[config.mk]
export PLATFORM = sky130hd
export DESIGN_NAME = tick_sched_flat
export DESIGN_NICKNAME = d
export VERILOG_FILES = /design/src/rtl/tick_sched_if.sv /design/src/rtl/tick_sched.sv /design/src/flat_wrapper.sv
export SDC_FILE = /design/constraint.sdc
export NUM_CORES = 1
export LEC_CHECK = 0
export CORE_ASPECT_RATIO = 1.5
export CORE_MARGIN = 10
export CORE_UTILIZATION = 25
export CTS_CLUSTER_SIZE = 16
export DETAILED_ROUTE_END_ITERATION = 16
export PLACE_DENSITY_LB_ADDON = 0.15
export SLEW_MARGIN = 25
export SYNTH_ARGS = -nofsm -noshare
export SYNTH_HDL_FRONTEND = slang
export SYNTH_SLANG_ARGS = --single-unit
[constraint.sdc]
create_clock -name clk -period 2.8 [get_ports clk]
set_input_delay 0.42 -clock clk [delete_from_list [all_inputs] [get_ports clk]]
set_output_delay 0.42 -clock clk [all_outputs]
set_load 0.1 [all_outputs]
[src/rtl/tick_sched_if.sv]
// Configuration-request and expiry-event handshakes for tick_sched.
// The slave side is the scheduler, the master side is its host.
interface tick_sched_if #(
  parameter int NCH   = 4,
  parameter int CNT_W = 8
);
  localparam int CH_W = $clog2(NCH);

  logic             req_valid;
  logic             req_ready;
  logic [CH_W-1:0]  req_ch;
  logic [1:0]       req_tb;
  logic [CNT_W-1:0] req_cnt;
  logic             req_periodic;
  logic             evt_valid;
  logic             evt_ready;
  logic [CH_W-1:0]  evt_ch;

  modport master (
    output req_valid, req_ch, req_tb, req_cnt, req_periodic, evt_ready,
    input  req_ready, evt_valid, evt_ch
  );

  modport slave (
    input  req_valid, req_ch, req_tb, req_cnt, req_periodic, evt_ready,
    output req_ready, evt_valid, evt_ch
  );
endinterface

[src/rtl/tick_sched.sv]
// Multi-channel tick scheduler: per-channel down-counters on one of
// three timebases, expiries queued as round-robin arbitrated events.
module tick_sched #(
  parameter int NCH   = 4,
  parameter int CNT_W = 8
) (
  input  logic           clk,
  input  logic           rst,
  input  logic           ce_32khz,
  input  logic           ce_8hz,
  input  logic           ce_1hz,
  tick_sched_if.slave    bus,
  output logic [NCH-1:0] active,
  output logic [NCH-1:0] ovf
);
  localparam int CH_W = $clog2(NCH);

  logic [CNT_W-1:0] cnt_q [NCH];
  logic [CNT_W-1:0] rld_q [NCH];
  logic [1:0]       tb_q  [NCH];
  logic [NCH-1:0]   per_q;
  logic [NCH-1:0]   pend_q;
  logic [NCH-1:0]   active_q;
  logic [NCH-1:0]   ovf_q;
  logic [CH_W-1:0]  rr_q;
  logic [CH_W-1:0]  hold_ch_q;
  logic             hold_q;
  logic             ready_q;

  logic [3:0]       ce_vec;
  logic [NCH-1:0]   tick;
  logic [NCH-1:0]   hit;
  logic [NCH-1:0]   exp_v;
  logic [NCH-1:0]   clr_v;
  logic [CH_W-1:0]  arb_ch;
  logic [CH_W-1:0]  sel_ch;
  logic             found;
  int               idx;
  logic             acc;
  logic             hs;
  logic             go;

  assign ce_vec = {ce_1hz, ce_8hz, ce_32khz, 1'b0};

  assign bus.req_ready = ready_q & ~rst;
  assign bus.evt_valid = |pend_q;
  assign bus.evt_ch    = sel_ch;
  assign active        = active_q;
  assign ovf           = ovf_q;

  assign acc = bus.req_valid & bus.req_ready;
  assign hs  = bus.evt_valid & bus.evt_ready;
  assign go  = (bus.req_tb != 2'b00) && (bus.req_cnt != '0);

  always_comb begin
    arb_ch = '0;
    found  = 1'b0;
    idx    = 0;
    for (int k = 0; k < NCH; k++) begin
      idx = int'(rr_q) + k;
      if (idx >= NCH) idx = idx - NCH;
      if (!found && pend_q[idx]) begin
        found  = 1'b1;
        arb_ch = CH_W'(idx);
      end
    end
  end

  // A presented event is frozen until taken, even if a new one
  // lands earlier in the round-robin order.
  assign sel_ch = hold_q ? hold_ch_q : arb_ch;

  always_comb begin
    tick  = '0;
    hit   = '0;
    exp_v = '0;
    clr_v = '0;
    for (int i = 0; i < NCH; i++) begin
      tick[i]  = active_q[i] & ce_vec[tb_q[i]];
      hit[i]   = acc && (bus.req_ch == CH_W'(i));
      exp_v[i] = tick[i] && !hit[i] && (cnt_q[i] == CNT_W'(1));
      clr_v[i] = hs && (sel_ch == CH_W'(i));
    end
  end

  always_ff @(posedge clk) begin
    if (rst) begin
      for (int i = 0; i < NCH; i++) begin
        cnt_q[i] <= '0;
        rld_q[i] <= '0;
        tb_q[i]  <= '0;
      end
      per_q     <= '0;
      pend_q    <= '0;
      active_q  <= '0;
      ovf_q     <= '0;
      rr_q      <= '0;
      hold_q    <= 1'b0;
      hold_ch_q <= '0;
      ready_q   <= 1'b0;
    end else begin
      ready_q <= 1'b1;
      for (int i = 0; i < NCH; i++) begin
        if (hit[i]) begin
          cnt_q[i]    <= go ? bus.req_cnt : '0;
          rld_q[i]    <= bus.req_cnt;
          tb_q[i]     <= bus.req_tb;
          per_q[i]    <= bus.req_periodic;
          active_q[i] <= go;
          ovf_q[i]    <= 1'b0;
        end else if (exp_v[i]) begin
          if (per_q[i]) begin
            cnt_q[i] <= rld_q[i];
          end else begin
            cnt_q[i]    <= '0;
            active_q[i] <= 1'b0;
          end
          if (pend_q[i] && !clr_v[i]) ovf_q[i] <= 1'b1;
        end else if (tick[i]) begin
          cnt_q[i] <= cnt_q[i] - CNT_W'(1);
        end
      end
      pend_q <= exp_v | (pend_q & ~clr_v);
      if (hs) begin
        rr_q   <= (sel_ch == CH_W'(NCH - 1)) ? '0 : sel_ch + 1'b1;
        hold_q <= 1'b0;
      end else if (bus.evt_valid) begin
        hold_q    <= 1'b1;
        hold_ch_q <= sel_ch;
      end
    end
  end
endmodule

[src/flat_wrapper.sv]
// flat-port wrapper written by rule: the top's interface ports become plain ports
module tick_sched_flat 
#(
  parameter int NCH   = 4,
  parameter int CNT_W = 8
)
  (clk, rst, ce_32khz, ce_8hz, ce_1hz, active, ovf, bus_req_valid, bus_req_ch, bus_req_tb, bus_req_cnt, bus_req_periodic, bus_evt_ready, bus_req_ready, bus_evt_valid, bus_evt_ch);
  tick_sched_if #(.NCH(NCH), .CNT_W(CNT_W)) bus_i ();
  input  logic clk;
  input  logic rst;
  input  logic ce_32khz;
  input  logic ce_8hz;
  input  logic ce_1hz;
  output logic [NCH-1:0] active;
  output logic [NCH-1:0] ovf;
  input wire logic [$bits(bus_i.req_valid)-1:0] bus_req_valid;
  input wire logic [$bits(bus_i.req_ch)-1:0] bus_req_ch;
  input wire logic [$bits(bus_i.req_tb)-1:0] bus_req_tb;
  input wire logic [$bits(bus_i.req_cnt)-1:0] bus_req_cnt;
  input wire logic [$bits(bus_i.req_periodic)-1:0] bus_req_periodic;
  input wire logic [$bits(bus_i.evt_ready)-1:0] bus_evt_ready;
  output wire logic [$bits(bus_i.req_ready)-1:0] bus_req_ready;
  output wire logic [$bits(bus_i.evt_valid)-1:0] bus_evt_valid;
  output wire logic [$bits(bus_i.evt_ch)-1:0] bus_evt_ch;
  assign bus_i.req_valid = bus_req_valid;
  assign bus_i.req_ch = bus_req_ch;
  assign bus_i.req_tb = bus_req_tb;
  assign bus_i.req_cnt = bus_req_cnt;
  assign bus_i.req_periodic = bus_req_periodic;
  assign bus_i.evt_ready = bus_evt_ready;
  assign bus_req_ready = bus_i.req_ready;
  assign bus_evt_valid = bus_i.evt_valid;
  assign bus_evt_ch = bus_i.evt_ch;
  tick_sched #(.NCH(NCH), .CNT_W(CNT_W)) u_core (.clk(clk), .rst(rst), .ce_32khz(ce_32khz), .ce_8hz(ce_8hz), .ce_1hz(ce_1hz), .bus(bus_i), .active(active), .ovf(ovf));
endmodule
==> reports/summary.txt, run 1 <==
Worst path slowest cell: or4b_2
clock-pin slew on the worst setup and hold paths: 70 ps
WS Path Type: reg2reg
area of the core: 19860 sq um
commonest cells after routing, fill and taps aside: edfxtp_1 (72), nand2_1 (45), buf_4 (39), nor2_1 (34), and3_1 (33)
largest net degree at the start of global routing: 22
Worst EP arrival: 2580 ps
Max-Cap Viols: 0
DRC Markers: 0
syn_area_per_cell: 10.52 sq um
Layout Nets: 567
Final Skew: 10.81 ps
Num Clock Sinks: 94
initial core utilization: 25.54%
Mapped Cells: 482
Final Hold Vio Count: 0
Hold Path Class: reg2reg
commonest register cell after synthesis: edfxtp_1
largest buffer count on any clock path: 2
die width: 136.3 microns
initial antenna violation count: 0
vias in the first global route: 4115
postcts setup bufs: 0
worst skew pair latency: 350 ps
Pwr Density: 526.1 nW/um^2
final setup fails: 0
Rel. slew slack: 48.59%
Net Count, Synth: 514
outcome: finished clean
post-detail-place hpwl: 11520 microns
Largest stage delay, worst path: 710 ps
Buffers & Inverters on Critical Path: 0
htree depth: 3
final hold slack: 471.7 ps
Period Utilization, post-route: 83.40%
VDD IR max: 0.0002727 V
Tightest Pin Transition: 769.5 ps
gr usage total: 11.42%
diode count: 0
RD Place Congestion: 0.7542
Critical Path End Type: flip-flop
first-pass GRT wire length: 23370 microns
sequential share of the synthesized area: 51.31%
setup TNS: 0 ps
Final ANT Viol Nets: 0
Area growth syn-to-layout: 22.00%
Vias/cell: 4.823
vias: 3858
Wirelength per Cell: 18.73 microns
Post-CTS Hold Buffers: 0
EDFF count, synth: 72
layout cells sized above 1: 13.89%
commonest non-fill, non-tap cell in the layout: edfxtp_1
I/O pin count: 32
Port Buffers: 31
critical path's top delay family: simple AND/OR/NAND/NOR gates
Cell variety after synth: 56
initial DRC count: 186
Max Slew Vio Count: 0
flop and latch count out of synthesis: 94
async set or reset register ratio after synthesis: 0%
drt total wl: 14980 microns
Synth Cell Area: 5072 sq um
Worst setup SP type: flip-flop
maximum fanout along the worst path: 5
die area: 26500 sq um
Critical Path RT: 3040 ps
drt pass-1 iters: 4
post-layout min period: 2335 ps
clock tree from TritonCTS: yes
unrepaired setup endpoints after global routing: no
f_max: 428.2 MHz
post-CTS sizing: 0
crit-path cells: nor4_1, nand3_1, or4b_2, o21ai_0, nand2_1
yosys warns: 0
clk root buf: clkbuf_16
Die Y-Extent: 194.5 microns
Num CTS Buffers: 9
global route total overflow: 0
Rows: 63
LEAKAGE: 0.002470 uW
==> per-stage QoR <==
step	std cells	area [sq um]	utilization (%)	setup WS (ps)	power, uW
floorplan	482	5072	-	295.4	1775
global placement	784	5852	29.46	135.7	1926
detailed placement	784	5864	29.52	226.7	1929
CTS	800	6188	31.15	418.7	3289
global route	800	6188	31.15	293.4	3363
finish	800	6188	31.15	464.8	3256
==> report_power, final <==
group	internal [uW]	total (uW)	leakage (uW)	switching (uW)
logic	121	308	0.00137	187
clock network	810	1360	0.000156	552
registers	1550	1590	0.000943	38.8
==> cell families after synthesis <==
family                   count (synthesis)  share of synthesized area [%]
adder cells (fa/ha/maj)                 12                          2.960
buffers and inverters                   46                          3.429
AO/OA/AOI/OAI                           96                          13.69
AND/OR/NAND/NOR                        197                          21.73
flip-flops                              94                          51.31
multiplexers                            19                          3.774
XOR/XNOR                                18                          3.108
==> synthesized netlist by cell type, types with 2 or more instances <==
cell type  number  share of area, %
nor3_1         16               1.6
nor4b_4         2              0.94
o32a_1          2              0.39
a21o_2          5              0.86
nor4b_1         2              0.35
mux2i_1        18               3.6
a21oi_1        17               1.7
a211oi_1        6              0.89
a31oi_1         8              0.99
nor2b_1         4              0.49
xor2_1          5              0.86
xnor2_1        13               2.2
and2_1         18               2.2
o21ai_0         6              0.59
o21a_1          6              0.89
o31ai_1         6              0.89
o2bb2ai_1       4              0.69
and3_1         33               4.1
or2_2           2              0.25
o41ai_1         2              0.35
nand3b_1        2              0.30
or4_1           4              0.59
or4_4           2              0.44
o211ai_1        3              0.44
ha_1           12               3.0
nor4_1          7              0.86
a221o_1         9               1.8
dfxtp_1        22               8.7
nor3b_1         5              0.74
o31a_1          2              0.35
inv_1          28               2.1
edfxtp_1       72                43
nand2_1        45               3.3
o22ai_1        13               1.6
nand3_1         7              0.69
clkbuf_1       17               1.3
nor2_1         34               2.5
nand2b_1        5              0.62
==> flip-flops by register name, indices dropped and copies added (netlist names), 2 cells and up <==
register          count
u_core.hold_ch_q      2
u_core.ovf            4
u_core.cnt_q         32
u_core.rr_q           2
u_core.tb_q           8
u_core.active         4
u_core.rld_q         32
u_core.pend_q         4
u_core.per_q          4
==> final timing paths <==
kind / start / end / slack, ps / depth (start not counted)
worst max-delay path: u_core.cnt_q[0][10]$_SDFFCE_PN0P_ / u_core.active[1]$_SDFFE_PP0P_ / 460 / 5
worst min-delay path: u_core.ovf[2]$_SDFFE_PP0P_ / u_core.ovf[2]$_SDFFE_PP0P_ / 470 / 1
worst max register to register: u_core.cnt_q[0][10]$_SDFFCE_PN0P_ / u_core.active[1]$_SDFFE_PP0P_ / 460 / 5
worst min register to register: u_core.ovf[2]$_SDFFE_PP0P_ / u_core.ovf[2]$_SDFFE_PP0P_ / 470 / 1
==> area by class of cell <==
cell class	instances	area, sq um
clock buffers	11	242.7
well taps	260	325.3
clock inverters	5	81.33
repair buffers	60	523.0
inverters	28	105.1
flip-flops and latches	94	2603
fillers	2105	13680
multi-input cells	342	2308
==> layer usage <==
layer,routed length [microns],track usage (%),share of wire [%],vias to the layer above
met3,330,1.652,2.2,18
met2,8449,21.81,56,56
met5,0,0,0,-
met1,5955,11.96,40,1878
li1,-,-,-,1906
met4,246,4.458,1.6,0
No activity file was read; power rests on OpenSTA's default activity.
==> run 2, diff against run 1 <==
clock period = 2.3 ns   (was 2.8 ns; I/O delays follow)
==> run 2 against run 1 <==
Non-clock buffer count is 35 higher. Register-to-register slack worse by 350 ps. Critical endpoint is now u_core.cnt_q[0][0]$_SDFFCE_PN0P_. Worst setup slack worse by 350 ps. Global-route usage is 0.13 points lower. Clock skew is 5.2 ps lower. Hold slack better by 2.0 ps. Power is 22% higher. Sequential share of layout area is 2.4 points lower. Cell count is 4.4% higher. Highest routed layer unchanged.
==> reports/summary.txt, run 2 (synthesis gave the netlist of run 1 again) <==
Num CTS Buffers: 9
commonest non-fill, non-tap cell in the layout: edfxtp_1
htree depth: 3
initial core utilization: 25.54%
outcome: finished clean
postcts setup bufs: 0
final hold slack: 473.7 ps
Hold Path Class: reg2reg
global route total overflow: 0
vias: 3970
biggest regs: u_core.cnt_q x32, u_core.rld_q x32, u_core.tb_q x8
worst skew pair latency: 350 ps
post-layout min period: 2190 ps
commonest cells after routing, fill and taps aside: edfxtp_1 (72), buf_4 (65), nand2_1 (45), nor2_1 (34), and3_1 (33)
area of the core: 19860 sq um
Critical Path RT: 2510 ps
clk root buf: clkbuf_16
largest net degree at the start of global routing: 25
drt total wl: 14730 microns
initial antenna violation count: 0
min setup slack post-route: 109.9 ps
Worst setup SP type: flip-flop
WS Path Type: reg2reg
final core occ: 33.06%
Die Y-Extent: 194.5 microns
f_max: 456.6 MHz
first-pass GRT wire length: 23250 microns
largest buffer count on any clock path: 2
Max-Cap Viols: 0
drt pass-1 iters: 4
pre-CTS setup slack: -134.3 ps
Final Hold Vio Count: 0
DRC Markers: 0
clock-pin slew on the worst setup and hold paths: 70 ps
die area: 26500 sq um
Vias/cell: 4.754
Rel. slew slack: 55.78%
initial DRC count: 178
Pwr Density: 606.5 nW/um^2
LEAKAGE: 0.002677 uW
VDD IR max: 0.0003507 V
Port Buffers: 31
Wirelength per Cell: 17.64 microns
final setup fails: 0
Critical Path End Type: flip-flop
Period Utilization, post-route: 95.22%
clock tree from TritonCTS: yes
Tightest Pin Transition: 657.2 ps
Final Skew: 5.632 ps
Layout Nets: 602
Final ANT Viol Nets: 0
diode count: 0
die width: 136.3 microns
maximum fanout along the worst path: 15
gr usage total: 11.29%
vias in the first global route: 4111
layout cells sized above 1: 19.83%
Num Clock Sinks: 94
Rows: 63
RD Place Congestion: 0.8289
Max Slew Vio Count: 0
I/O pin count: 32
Worst EP arrival: 2400 ps
post-detail-place hpwl: 11470 microns
Area growth syn-to-layout: 29.48%
## run 2: changes by cell type in the layout (fill, tap and decap cells not counted), moves of 2 or more
cell | before | now
buf_12 | 2 | 11
nor4_1 | 7 | 5
clkinv_4 | 0 | 2
buf_4 | 39 | 65
nor4_2 | 0 | 2
## run 2: repair_timing
item,in CTS,in global routing
hold buffers,0,0
setup endpoints to repair,0,14
gates resized for setup,0,3
## run 2: worst max-delay path: stages, from the launching register on
cell,delay (ps)
edfxtp_1,420
or4_4,570
nor4b_4,320
buf_12,180
nand3_1,140
nor2_4,220
o32a_1,200
## run 2: final timing paths
check | slack, ps | end | depth (start not counted) | from
worst min register to register | 470 | u_core.ovf[2]$_SDFFE_PP0P_ | 1 | u_core.ovf[2]$_SDFFE_PP0P_
worst max register to register | 110 | u_core.cnt_q[0][0]$_SDFFCE_PN0P_ | 6 | u_core.cnt_q[0][3]$_SDFFCE_PN0P_
worst max-delay path | 110 | u_core.cnt_q[0][0]$_SDFFCE_PN0P_ | 6 | u_core.cnt_q[0][3]$_SDFFCE_PN0P_
worst min-delay path | 470 | u_core.ovf[2]$_SDFFE_PP0P_ | 1 | u_core.ovf[2]$_SDFFE_PP0P_
## run 2: area by class of cell
type                    count  area, sq um
clock buffers               9        225.2
clock inverters             7        96.34
fillers                  2083        13300
inverters                  28        105.1
multi-input cells         342         2313
flip-flops and latches     94         2604
well taps                 260        325.3
repair buffers             95        898.4
## run 2: through the flow
stage               area [sq um]  cells  power, uW  setup TNS, ps
CTS                         6550    835       4029              0
global route                6568    835       4141         -6.366
floorplan                   5074    482       2161              0
finish                      6568    835       3983              0
global placement            6228    819       2395         -738.1
detailed placement          6228    819       2395         -996.3
## run 2: layer usage
layer / track usage (%) / part of all wire [%] / vias to the layer above / wire length (microns)
met5: 0 / 0 / - / 0
met3: 1.962 / 2.4 / 19 / 358
met4: 4.024 / 2.2 / 0 / 331
met1: 12.25 / 41 / 1921 / 6025
li1: - / - / 1974 / -
met2: 21.02 / 54 / 56 / 8015
## run 2: report_power, final
group          leakage [uW]  internal [uW]  switching, uW  total [uW]
Clock              0.000156            956            672        1630
Combinational       0.00158            192            234         427
Sequential         0.000943           1880           45.5        1930
Total               0.00268           3030            952        3980
